**src/rtl/fetch_sequencer.sv**
```systemverilog
// Program-counter owner and instruction fetch front end: issues imem reads,
// buffers returns in a 2-entry FIFO and flushes wrong-path work on redirect.
module fetch_sequencer #(
    parameter logic [15:0] RESET_PC     = 16'h0000,
    parameter int unsigned PC_STEP      = 2,
    parameter int unsigned FLUSH_CYCLES = 2
) (
    input  logic        clk,
    input  logic        reset,
    input  logic        redirect,
    input  logic [15:0] pc_branch,
    output logic        imem_rd,
    output logic [15:0] imem_addr,
    input  logic [15:0] imem_data,
    output logic        out_valid,
    input  logic        out_ready,
    output logic [15:0] out_instr,
    output logic [15:0] out_pc,
    output logic        misalign,
    output logic [15:0] fetch_pc
);

    if (FLUSH_CYCLES < 1 || FLUSH_CYCLES > 7) begin : g_bad_flush_cycles
        $error("FLUSH_CYCLES must be in 1..7");
    end

    typedef enum logic [1:0] {StIdle, StRun, StFlush} state_e;

    state_e            state_q, state_d;
    logic [15:0]       fetch_pc_q, fetch_pc_d;
    logic [15:0]       tag_pc_q, tag_pc_d;
    logic [2:0]        flush_cnt_q, flush_cnt_d;
    logic [1:0]        count_q, count_d;
    logic              inflight_q, inflight_d;
    logic              misalign_q, misalign_d;
    logic [1:0][15:0]  buf_instr_q, buf_instr_d;
    logic [1:0][15:0]  buf_pc_q, buf_pc_d;

    logic              pop;
    logic              issue;
    logic              wr_idx;
    logic [2:0]        occupancy;

    always_comb begin
        pop       = (count_q != 2'd0) && out_ready;
        // Slots committed after this cycle: buffered + in flight - leaving.
        occupancy = {1'b0, count_q} + {2'b00, inflight_q} - {2'b00, pop};
        issue     = (state_q == StRun) && !redirect && !reset && (occupancy < 3'd2);
        wr_idx    = (count_q == 2'd2) || ((count_q == 2'd1) && !pop);
    end

    assign imem_rd   = issue;
    assign imem_addr = fetch_pc_q;
    assign fetch_pc  = fetch_pc_q;
    assign out_valid = (count_q != 2'd0);
    assign out_instr = buf_instr_q[0];
    assign out_pc    = buf_pc_q[0];
    assign misalign  = misalign_q;

    always_comb begin
        state_d     = state_q;
        fetch_pc_d  = fetch_pc_q;
        tag_pc_d    = tag_pc_q;
        flush_cnt_d = flush_cnt_q;
        count_d     = count_q;
        inflight_d  = issue;
        misalign_d  = redirect & pc_branch[0];
        buf_instr_d = buf_instr_q;
        buf_pc_d    = buf_pc_q;

        unique case (state_q)
            StIdle: state_d = StRun;
            StRun:  state_d = StRun;
            StFlush: begin
                flush_cnt_d = flush_cnt_q - 3'd1;
                if (flush_cnt_q == 3'd1) begin
                    state_d = StRun;
                end
            end
            default: state_d = StIdle;
        endcase

        if (issue) begin
            fetch_pc_d = fetch_pc_q + 16'(PC_STEP);
            tag_pc_d   = fetch_pc_q;
        end

        // Shift on pop first so a same-cycle push lands behind the new head.
        if (pop) begin
            buf_instr_d[0] = buf_instr_q[1];
            buf_pc_d[0]    = buf_pc_q[1];
        end
        if (inflight_q) begin
            buf_instr_d[wr_idx] = imem_data;
            buf_pc_d[wr_idx]    = tag_pc_q;
        end
        count_d = count_q - {1'b0, pop} + {1'b0, inflight_q};

        if (redirect) begin
            fetch_pc_d  = {pc_branch[15:1], 1'b0};
            count_d     = 2'd0;
            inflight_d  = 1'b0;
            state_d     = StFlush;
            flush_cnt_d = 3'(FLUSH_CYCLES);
        end
    end

    always_ff @(posedge clk) begin
        if (reset) begin
            state_q     <= StIdle;
            fetch_pc_q  <= RESET_PC;
            tag_pc_q    <= 16'h0000;
            flush_cnt_q <= 3'd0;
            count_q     <= 2'd0;
            inflight_q  <= 1'b0;
            misalign_q  <= 1'b0;
            buf_instr_q <= '0;
            buf_pc_q    <= '0;
        end else begin
            state_q     <= state_d;
            fetch_pc_q  <= fetch_pc_d;
            tag_pc_q    <= tag_pc_d;
            flush_cnt_q <= flush_cnt_d;
            count_q     <= count_d;
            inflight_q  <= inflight_d;
            misalign_q  <= misalign_d;
            buf_instr_q <= buf_instr_d;
            buf_pc_q    <= buf_pc_d;
        end
    end

endmodule
```
**config.mk**
```make
export PLATFORM = sky130hd
export DESIGN_NAME = fetch_sequencer
export DESIGN_NICKNAME = d
export VERILOG_FILES = /design/src/rtl/fetch_sequencer.sv
export SDC_FILE = /design/constraint.sdc
export NUM_CORES = 1
export LEC_CHECK = 0
export CAP_MARGIN = 30
export CELL_PAD_IN_SITES_DETAIL_PLACEMENT = 0
export CELL_PAD_IN_SITES_GLOBAL_PLACEMENT = 1
export CORE_ASPECT_RATIO = 0.9
export CORE_MARGIN = 2
export CORE_UTILIZATION = 41
export CTS_CLUSTER_SIZE = 25
export DETAILED_ROUTE_END_ITERATION = 7
export PLACE_DENSITY_LB_ADDON = 0.1
export SLEW_MARGIN = 5
export SYNTH_ARGS = -nofsm -noshare
export SYNTH_HDL_FRONTEND = slang
export SYNTH_SLANG_ARGS = --single-unit
```
**constraint.sdc**
```tcl
create_clock -name clk -period 9.7 [get_ports clk]
set_clock_uncertainty 0.1 [all_clocks]
set_input_delay 1.94 -clock clk [delete_from_list [all_inputs] [get_ports clk]]
set_output_delay 1.94 -clock clk [all_outputs]
set_load 0.01 [all_outputs]
```
==> metrics.txt, run 1 <==
Max Cap Violations 0; post-DR vias/cell 5.07; crit path DAT 5.97 ns; CP peak stage delay 0.64 ns; worst rel slew slack 56.5%; top cell family by delay on the critical path buffers and inverters; Hold Slack 0.378 ns; Area Growth Syn to Fin 23.2%; Least-Margin Pin Slew 0.652 ns; EDFF count, synth 0; CTS tree done; DRT Pass-1 Iters 4; total clock sinks 102; startpoint types primary input; Setup Viol. Count Final 0; gpl congestion 0.763; H-tree depth 3; Tot Pwr 0.000899 W; logic gate share of total power 8.7%; core area 10900 um^2; grt ovf 0; Yosys top cell area share 44.2%; Wirelength per Cell 14.5 um; Avg Cell Area, Syn 9.09 um^2; DP HPWL 6.77 mm; CP cell instances clkdlybuf4s50_1, nand2_2, buf_4, or2_2, nand2_1, ha_1, fa_1, nor3b_1, nand3_1, inv_1, clkdlybuf4s50_1; maximum clock path buffer count 2; PD cells 158 nW/um^2; post-CTS setup buffer count 0; share of cells above drive strength 1 5.44%; synthesis-stage register bit count 102; P_sw 0.000202 W; Seq/Total Area, Yosys 44.2%; Final Hold Viols 0; Distinct cells, synth 48; Clock transition at path regs 0.06 ns; nets 587; die width 116 um; Internal 0.000697 W; worst path required time 7.66 ns; biggest area consumer among synthesized cells dfxtp_1; row count 36; status completed; RSZ-0062 raised after global routing false; initial core utilization 42.4%; # port buffers 100; post_cts resized 0; Crit. End Element primary output; post-route ant nets 0; # DRC 0; Netlist Area Pre-Place 4620 um^2; first-pass GRT wire length 16.8 mm; post-route minimum period 8.01 ns; diodes inserted 0; Most used DFF post-synth dfxtp_1; Worst VDD drop 117 uV; yosys warns 0; Die H 105 um; CP Max Fanout 34; antenna violations before repair 0; CP max stage cell clkdlybuf4s50_1; largest net degree at the start of global routing 100; Worst Path Buf+Inv 4; TNS Setup 0 ns; worst-skew pair later-pin latency 0.35 ns; top cells by area, synth dfxtp_1 (44%), mux2i_1 (14%), buf_4 (8.0%), a211oi_1 (6.0%), nor2_1 (6.0%); Vias 3564; Sw Share 22.5%; CTS Hold Bufs 0; Synth Instances 509; Static Leakage 2.46 nW; die area 12100 um^2; Max Clock Freq 125 MHz; total CTS buffers 9; DRT Wirelength 10.2 mm; Clock power frac 42.4%; Max Slew Vio Count 0; async set-reset flop share out of synthesis 0%; GR Util All Layers 17.4%; 1st-iter DRT viols 157; CTS root buffer clkbuf_16; # IOs 103; sequential power share 48.9%; vias in the first global route 3423; worst min path class reg2reg; Crit path top cell by count clkdlybuf4s50_1; Tcrit/Tclk final 82.6%; CP Class in2out
-- cell usage after synthesis, types with 2 or more instances --
cell	instances
clkbuf_1	21
dfxtp_1	102
or4_1	3
ha_1	4
a211oi_1	37
o211ai_1	2
nor2_1	74
nor2b_1	2
xor2_1	4
xnor2_1	4
nand4_1	4
nor3b_1	3
a21oi_1	19
buf_2	7
buf_6	2
a31oi_1	7
or3_1	2
and2_1	3
buf_4	49
a311o_1	2
nand2_1	50
nor3_1	2
and3_1	2
mux2i_1	63
or2_2	3
nand3_1	5
o21ai_0	2
inv_1	9
o311ai_0	3
-- registers in the layout, summed over array words and instances (netlist names) --
| name | flops |
|---|---|
| buf_instr_q | 16 |
| buf_pc_q | 15 |
| count_q | 2 |
| fetch_pc | 15 |
| flush_cnt_q | 3 |
| inflight_q | 1 |
| misalign | 1 |
| out_instr | 16 |
| out_pc | 16 |
| state_q | 2 |
| tag_pc_q | 15 |
-- cells by family after synthesis --
logic type,Yosys count,share of synthesized area (%)
AO/OA/AOI/OAI,79,11.8
XOR/XNOR,8,1.51
adder cells (fa/ha/maj),5,1.52
buffers and inverters,90,11.8
flip-flops,102,44.2
multiplexers,63,13.6
other,1,0.0811
AND/OR/NAND/NOR,161,15.5
-- layout by cell type (no fill, tap or decap), types with 3 or more instances in the layout --
cell,netlist,routed
o311ai_0,3,3
nor2_1,74,74
or4_1,3,3
clkdlybuf4s50_1,0,99
nor3b_1,3,3
xnor2_1,4,4
a21oi_1,19,19
mux2i_1,63,63
nand4_1,4,4
xor2_1,4,4
and2_1,3,3
buf_4,49,5
a211oi_1,37,37
or2_2,3,3
clkbuf_16,0,9
nand3_1,5,5
ha_1,4,4
dfxtp_1,102,102
a31oi_1,7,7
nand2_1,50,49
inv_1,9,9
-- power groups by stage --
stage	logic [W]	registers, W	clock network, W
final	0.0000784	0.000439	0.000381
after global routing	0.0000853	0.000441	0.000410
after CTS	0.0000780	0.000439	0.000391
after detailed placement	0.0000776	0.000449	0
after global placement	0.0000767	0.000449	0
after floorplan	0.0000438	0.000447	0
-- cell type report --
class	count	area, um^2
tap	152	190
clock inverter	6	86.3
timing repair buffer	105	1060
inverter	10	37.5
clock buffer	10	229
multi-input combinational	318	2050
sequential	102	2040
fill	1014	5200
-- routing by layer --
metal | GRT usage (%) | vias to the layer above | share of wire, %
li1 | - | 1785 | -
met1 | 23.4 | 1693 | 48
met2 | 27.5 | 73 | 46
met3 | 5.22 | 13 | 5.0
met4 | 4.08 | 0 | 0.97
met5 | 0 | - | 0
-- metrics by stage --
step	util [%]	instances	setup WS, ns	area [um^2]
floorplan	-	510	3.36	4630
global placement	49.1	686	1.76	5350
detailed placement	49.1	686	1.60	5350
CTS	52.0	702	1.60	5670
global route	52.2	703	1.35	5700
finish	52.2	703	1.69	5700
-- path summary, 6_finish.rpt --
check                            startpoint          end  slack, ns  cells past startpoint
worst min register to register  tag_pc_q[3]  tag_pc_q[3]       0.38                      2
worst min-delay path            tag_pc_q[3]  tag_pc_q[3]       0.38                      2
worst max-delay path              out_ready      imem_rd       1.69                     11
worst max register to register   count_q[1]  tag_pc_q[7]       5.63                     12
-- worst register-to-register path, stage by stage (launching register included) --
cell and delay [ns]:
dfxtp_1 0.36, or2_2 0.34, nand2_2 0.07, buf_4 0.47
or2_2 0.24, nand2_1 0.06, ha_1 0.20, fa_1 0.49
nor3b_1 0.33, nand3_1 0.53, inv_1 0.57, nand2_1 0.12
a21oi_1 0.13
No activity file was read; power rests on OpenSTA's default activity.
==> run 2: changes to the inputs <==
- CORE_UTILIZATION: 41 -> 38
- clock period: 9.7 -> 7.6 ns (I/O delays scaled with it)
==> run 2 against run 1 <==
Non-clock buffer count increased by 1. Via count decreased by 2.0%. Worst setup slack got worse by 0.62 ns. Clock power increased by 12%. Highest routed layer unchanged. Worst hold slack got worse by 0.00075 ns. Global-route usage decreased by 1.5 points.
==> metrics.txt, run 2 (synthesis results as in run 1) <==
vias in the first global route 3268; startpoint types primary input; CP peak stage delay 0.62 ns; Max Cap Violations 0; post_cts resized 0; Vias 3494; crit path DAT 4.91 ns; commonest non-fill, non-tap cells in the layout dfxtp_1 (102), clkdlybuf4s50_1 (99), nor2_1 (74); die width 120 um; RSZ-0062 raised after global routing false; most common cell after layout, fill and taps aside dfxtp_1; CP max stage cell clkdlybuf4s50_1; Worst Path Buf+Inv 5; initial core utilization 38.6%; post-CTS setup buffer count 0; Crit. End Element primary output; WL met3 480 um; die area 13100 um^2; Tcrit/Tclk final 85.9%; row count 38; CP Class in2out; Inst Count DP 696; Die H 109 um; # DRC 0; core area 12000 um^2; Max Slew Vio Count 0; top sig layer met4; post-route ant nets 0; top cell family by delay on the critical path buffers and inverters; Static Leakage 2.44 nW; CTS root buffer clkbuf_16; CP Max Fanout 33; share of cells above drive strength 1 5.62%; CTS Hold Bufs 0; grt ovf 0; DRT Wirelength 10.1 mm; post-DR vias/cell 4.91; Max Clock Freq 153 MHz; Finished Layout Cells 712; PD cells 192 nW/um^2; Met2 Wirelength 4.50 mm; GR Util All Layers 15.9%; # IOs 103; status completed; CP cell instances clkdlybuf4s50_1, nand2_2, buf_4, nand2_1, nand2_1, ha_1, fa_1, nor3b_1, nand3_1, buf_4, inv_1, clkdlybuf4s50_1; H-tree depth 3; post-route minimum period 6.53 ns; Clock transition at path regs 0.07 ns; CTS tree done; # port buffers 100; Final Hold Viols 0; Wirelength per Cell 14.2 um; maximum clock path buffer count 2; Area Growth Syn to Fin 22.2%; TNS Setup 0 ns; DP HPWL 6.65 mm; # fillers 1154; 1st-iter DRT viols 172; total clock sinks 102; total CTS buffers 9; antenna violations before repair 0; worst path required time 5.98 ns; largest net degree at the start of global routing 82; Tot Pwr 0.00109 W; Worst VDD drop 105 uV; Least-Margin Pin Slew 0.845 ns; worst min path class reg2reg; M1 WL 5.11 mm; worst-skew pair later-pin latency 0.34 ns; DRT Pass-1 Iters 4; worst rel slew slack 43.6%; diodes inserted 0; gpl congestion 0.758; first-pass GRT wire length 16.4 mm; Setup Viol. Count Final 0; nets 588
==> run 2: area by class of cell <==
class                   count  area (um^2)  area share (%)
clock buffers              10          229            4.05
repair buffers            106         1040            18.5
multi-input cells         318         2050            36.4
clock inverters             6         43.8           0.775
inverters                  10         37.5           0.664
well taps                 160          200            3.54
flip-flops and latches    102         2040            36.1
==> run 2: final timing paths <==
| check | to | slack, ns | cells after the start | start |
|---|---|---|---|---|
| worst min register to register | tag_pc_q[4] | 0.38 | 2 | tag_pc_q[4] |
| worst max-delay path | imem_rd | 1.07 | 12 | out_ready |
| worst max register to register | fetch_pc[7] | 3.92 | 11 | count_q[1] |
| worst min-delay path | tag_pc_q[4] | 0.38 | 2 | tag_pc_q[4] |
==> run 2: power breakdown <==
| part | switching (W) | leakage (nW) | internal (W) | total, W |
|---|---|---|---|---|
| Sequential | 0.0000146 | 0.827 | 0.000546 | 0.000561 |
| Combinational | 0.0000443 | 1.48 | 0.0000547 | 0.0000989 |
| Clock | 0.000204 | 0.133 | 0.000224 | 0.000428 |
| Total | 0.000263 | 2.44 | 0.000825 | 0.00109 |
==> run 2: through the flow <==
step                      worst slack [ns]  area (um^2)  utilization, %  hold WS, ns
after global placement                1.09         5380            44.9        0.367
after global routing                 0.720         5650            47.2        0.387
final                                 1.07         5650            47.2        0.377
after detailed placement              1.01         5380            44.9        0.369
after CTS                             1.00         5650            47.2        0.379
after floorplan                       2.10         4630               -        0.349
==> run 2: tightest hold or removal path: stages, from the launching register on <==
cell and delay [ns]:
dfxtp_1 0.32, nand2_1 0.06, a21oi_1 0.05
==> run 2: per-layer routing <==
| metal | GRT usage [%] | up-vias |
|---|---|---|
| li1 | - | 1781 |
| met1 | 22.0 | 1643 |
| met2 | 24.3 | 68 |
| met3 | 4.92 | 2 |
| met4 | 4.24 | 0 |
| met5 | 0 | - |
==> run 3: changes to the inputs <==
- GPL_TIMING_DRIVEN: default -> 0
==> run 3 against run 2 <==
Critical path type unchanged. Combinational power is 18% higher. Clock power is 7.7% higher. Register-to-register slack worse by 0.38 ns. Largest power group unchanged. Largest cell class is now sequential cells. Clock-buffer cell count stayed put. Flip-flop and latch count stayed put.
==> metrics.txt, run 3 (synthesis results as in run 1) <==
status completed; DP HPWL 8.28 mm; post_cts resized 0; # fillers 1176; total CTS buffers 9; DRT Wirelength 11.6 mm; Worst VDD drop 115 uV; grt ovf 0; most common cell after layout, fill and taps aside dfxtp_1; # IOs 103; Area Growth Syn to Fin 32.1%; post-DR vias/cell 4.89; Inst Count DP 768; Internal 0.000870 W; CP Max Fanout 10; CTS root buffer clkbuf_16; worst min path class reg2reg; CTS tree done; Clock power frac 40.5%; Max Slew Vio Count 0; die area 13100 um^2; nets 660; total clock sinks 102; post-route setup slack 0.398 ns; CP peak stage delay 0.62 ns; die width 120 um; Wirelength per Cell 14.8 um; Final Hold Viols 0; initial core utilization 38.6%; DRT Pass-1 Iters 5; pre-CTS setup slack 0.417 ns; logic gate share of total power 10.3%; CP Class in2out; first-pass GRT wire length 18.6 mm; row count 38; crit path DAT 5.58 ns; CTS Hold Bufs 0; RSZ-0062 raised after global routing false; Vias 3830; Die H 109 um; worst-skew pair later-pin latency 0.34 ns; sequential power share 49.3%; Finished Layout Cells 784; Clock transition at path regs 0.07 ns; maximum clock path buffer count 2; diodes inserted 0; post-route ant nets 0; H-tree depth 3; Max Cap Violations 0; Setup Viol. Count Final 0; largest net degree at the start of global routing 18; antenna violations before repair 0; worst rel slew slack 57.4%; post-route minimum period 7.20 ns; P_sw 0.000268 W; PD cells 186 nW/um^2; Hold Slack 0.382 ns; # port buffers 98; worst path required time 5.98 ns; startpoint types primary input; gpl congestion 0.744; commonest non-fill, non-tap cells in the layout dfxtp_1 (102), clkdlybuf4s50_1 (98), nor2_1 (74); Layout Utilization 51.0%; 1st-iter DRT viols 282; Sw Share 23.6%; Least-Margin Pin Slew 0.639 ns; post-CTS setup buffer count 0; # DRC 0; vias in the first global route 3594; TNS Setup 0 ns; core area 12000 um^2; Static Leakage 2.73 nW; share of cells above drive strength 1 12.8%; CP max stage cell clkdlybuf4s50_1; GR Util All Layers 18.1%; Tcrit/Tclk final 94.8%; Crit. End Element primary output; CP cell instances clkdlybuf4s50_1, nand2_1, buf_2, or2_2, nand2_1, ha_1, fa_1, nor3b_1, nand3_1, inv_1, clkbuf_1, clkdlybuf4s50_1; Max Clock Freq 139 MHz
run 3: cell types whose count changed in the layout (fill, tap and decap cells not counted), sizes merged:
cell           delta
buf              +52
bufinv            +1
clkbuf           +21
clkdlybuf4s50     -1
clkinv            -1
run 3: critical path: cells and delay by family:
family / cells / cell delay (ns)
simple gates: 5 / 1.37
fa+ha+maj: 2 / 0.62
buf+inv: 5 / 2.06
run 3: through the flow:
step / power (W) / area (um^2)
CTS: 0.00116 / 6110
finish: 0.00114 / 6110
global placement: 0.000690 / 5810
detailed placement: 0.000691 / 5810
global route: 0.00119 / 6110
floorplan: 0.000626 / 4630
run 3: routing by layer:
layer	track usage (%)	wire [um]
met5	0	0
met4	4.49	114
met3	3.61	498
met2	29.3	5310
met1	25.0	5660
run 3: worst paths after layout:
| check | start | to | slack (ns) | cells past startpoint |
|---|---|---|---|---|
| max reg2reg | count_q[1] | tag_pc_q[14] | 3.54 | 13 |
| max | out_ready | imem_rd | 0.40 | 12 |
| min | tag_pc_q[8] | tag_pc_q[8] | 0.38 | 2 |
| min reg2reg | tag_pc_q[8] | tag_pc_q[8] | 0.38 | 2 |
run 3: final cells by class:
type	count	area [um^2]	area share, %
inverter	10	37.5	0.615
multi-input combinational	318	2040	33.4
buffer	80	508	8.32
clock buffer	10	229	3.75
clock inverter	6	68.8	1.13
tap	160	200	3.28
sequential	102	2040	33.4
timing repair buffer	98	981	16.1
run 3: power by group through the flow:
| stage | Clock (W) | Sequential (W) | Combinational, W |
|---|---|---|---|
| after detailed placement | 0 | 0.000573 | 0.000118 |
| after floorplan | 0 | 0.000570 | 0.0000559 |
| after global placement | 0 | 0.000573 | 0.000117 |
| after global routing | 0.000496 | 0.000563 | 0.000127 |
| final | 0.000461 | 0.000561 | 0.000117 |
| after CTS | 0.000477 | 0.000561 | 0.000118 |
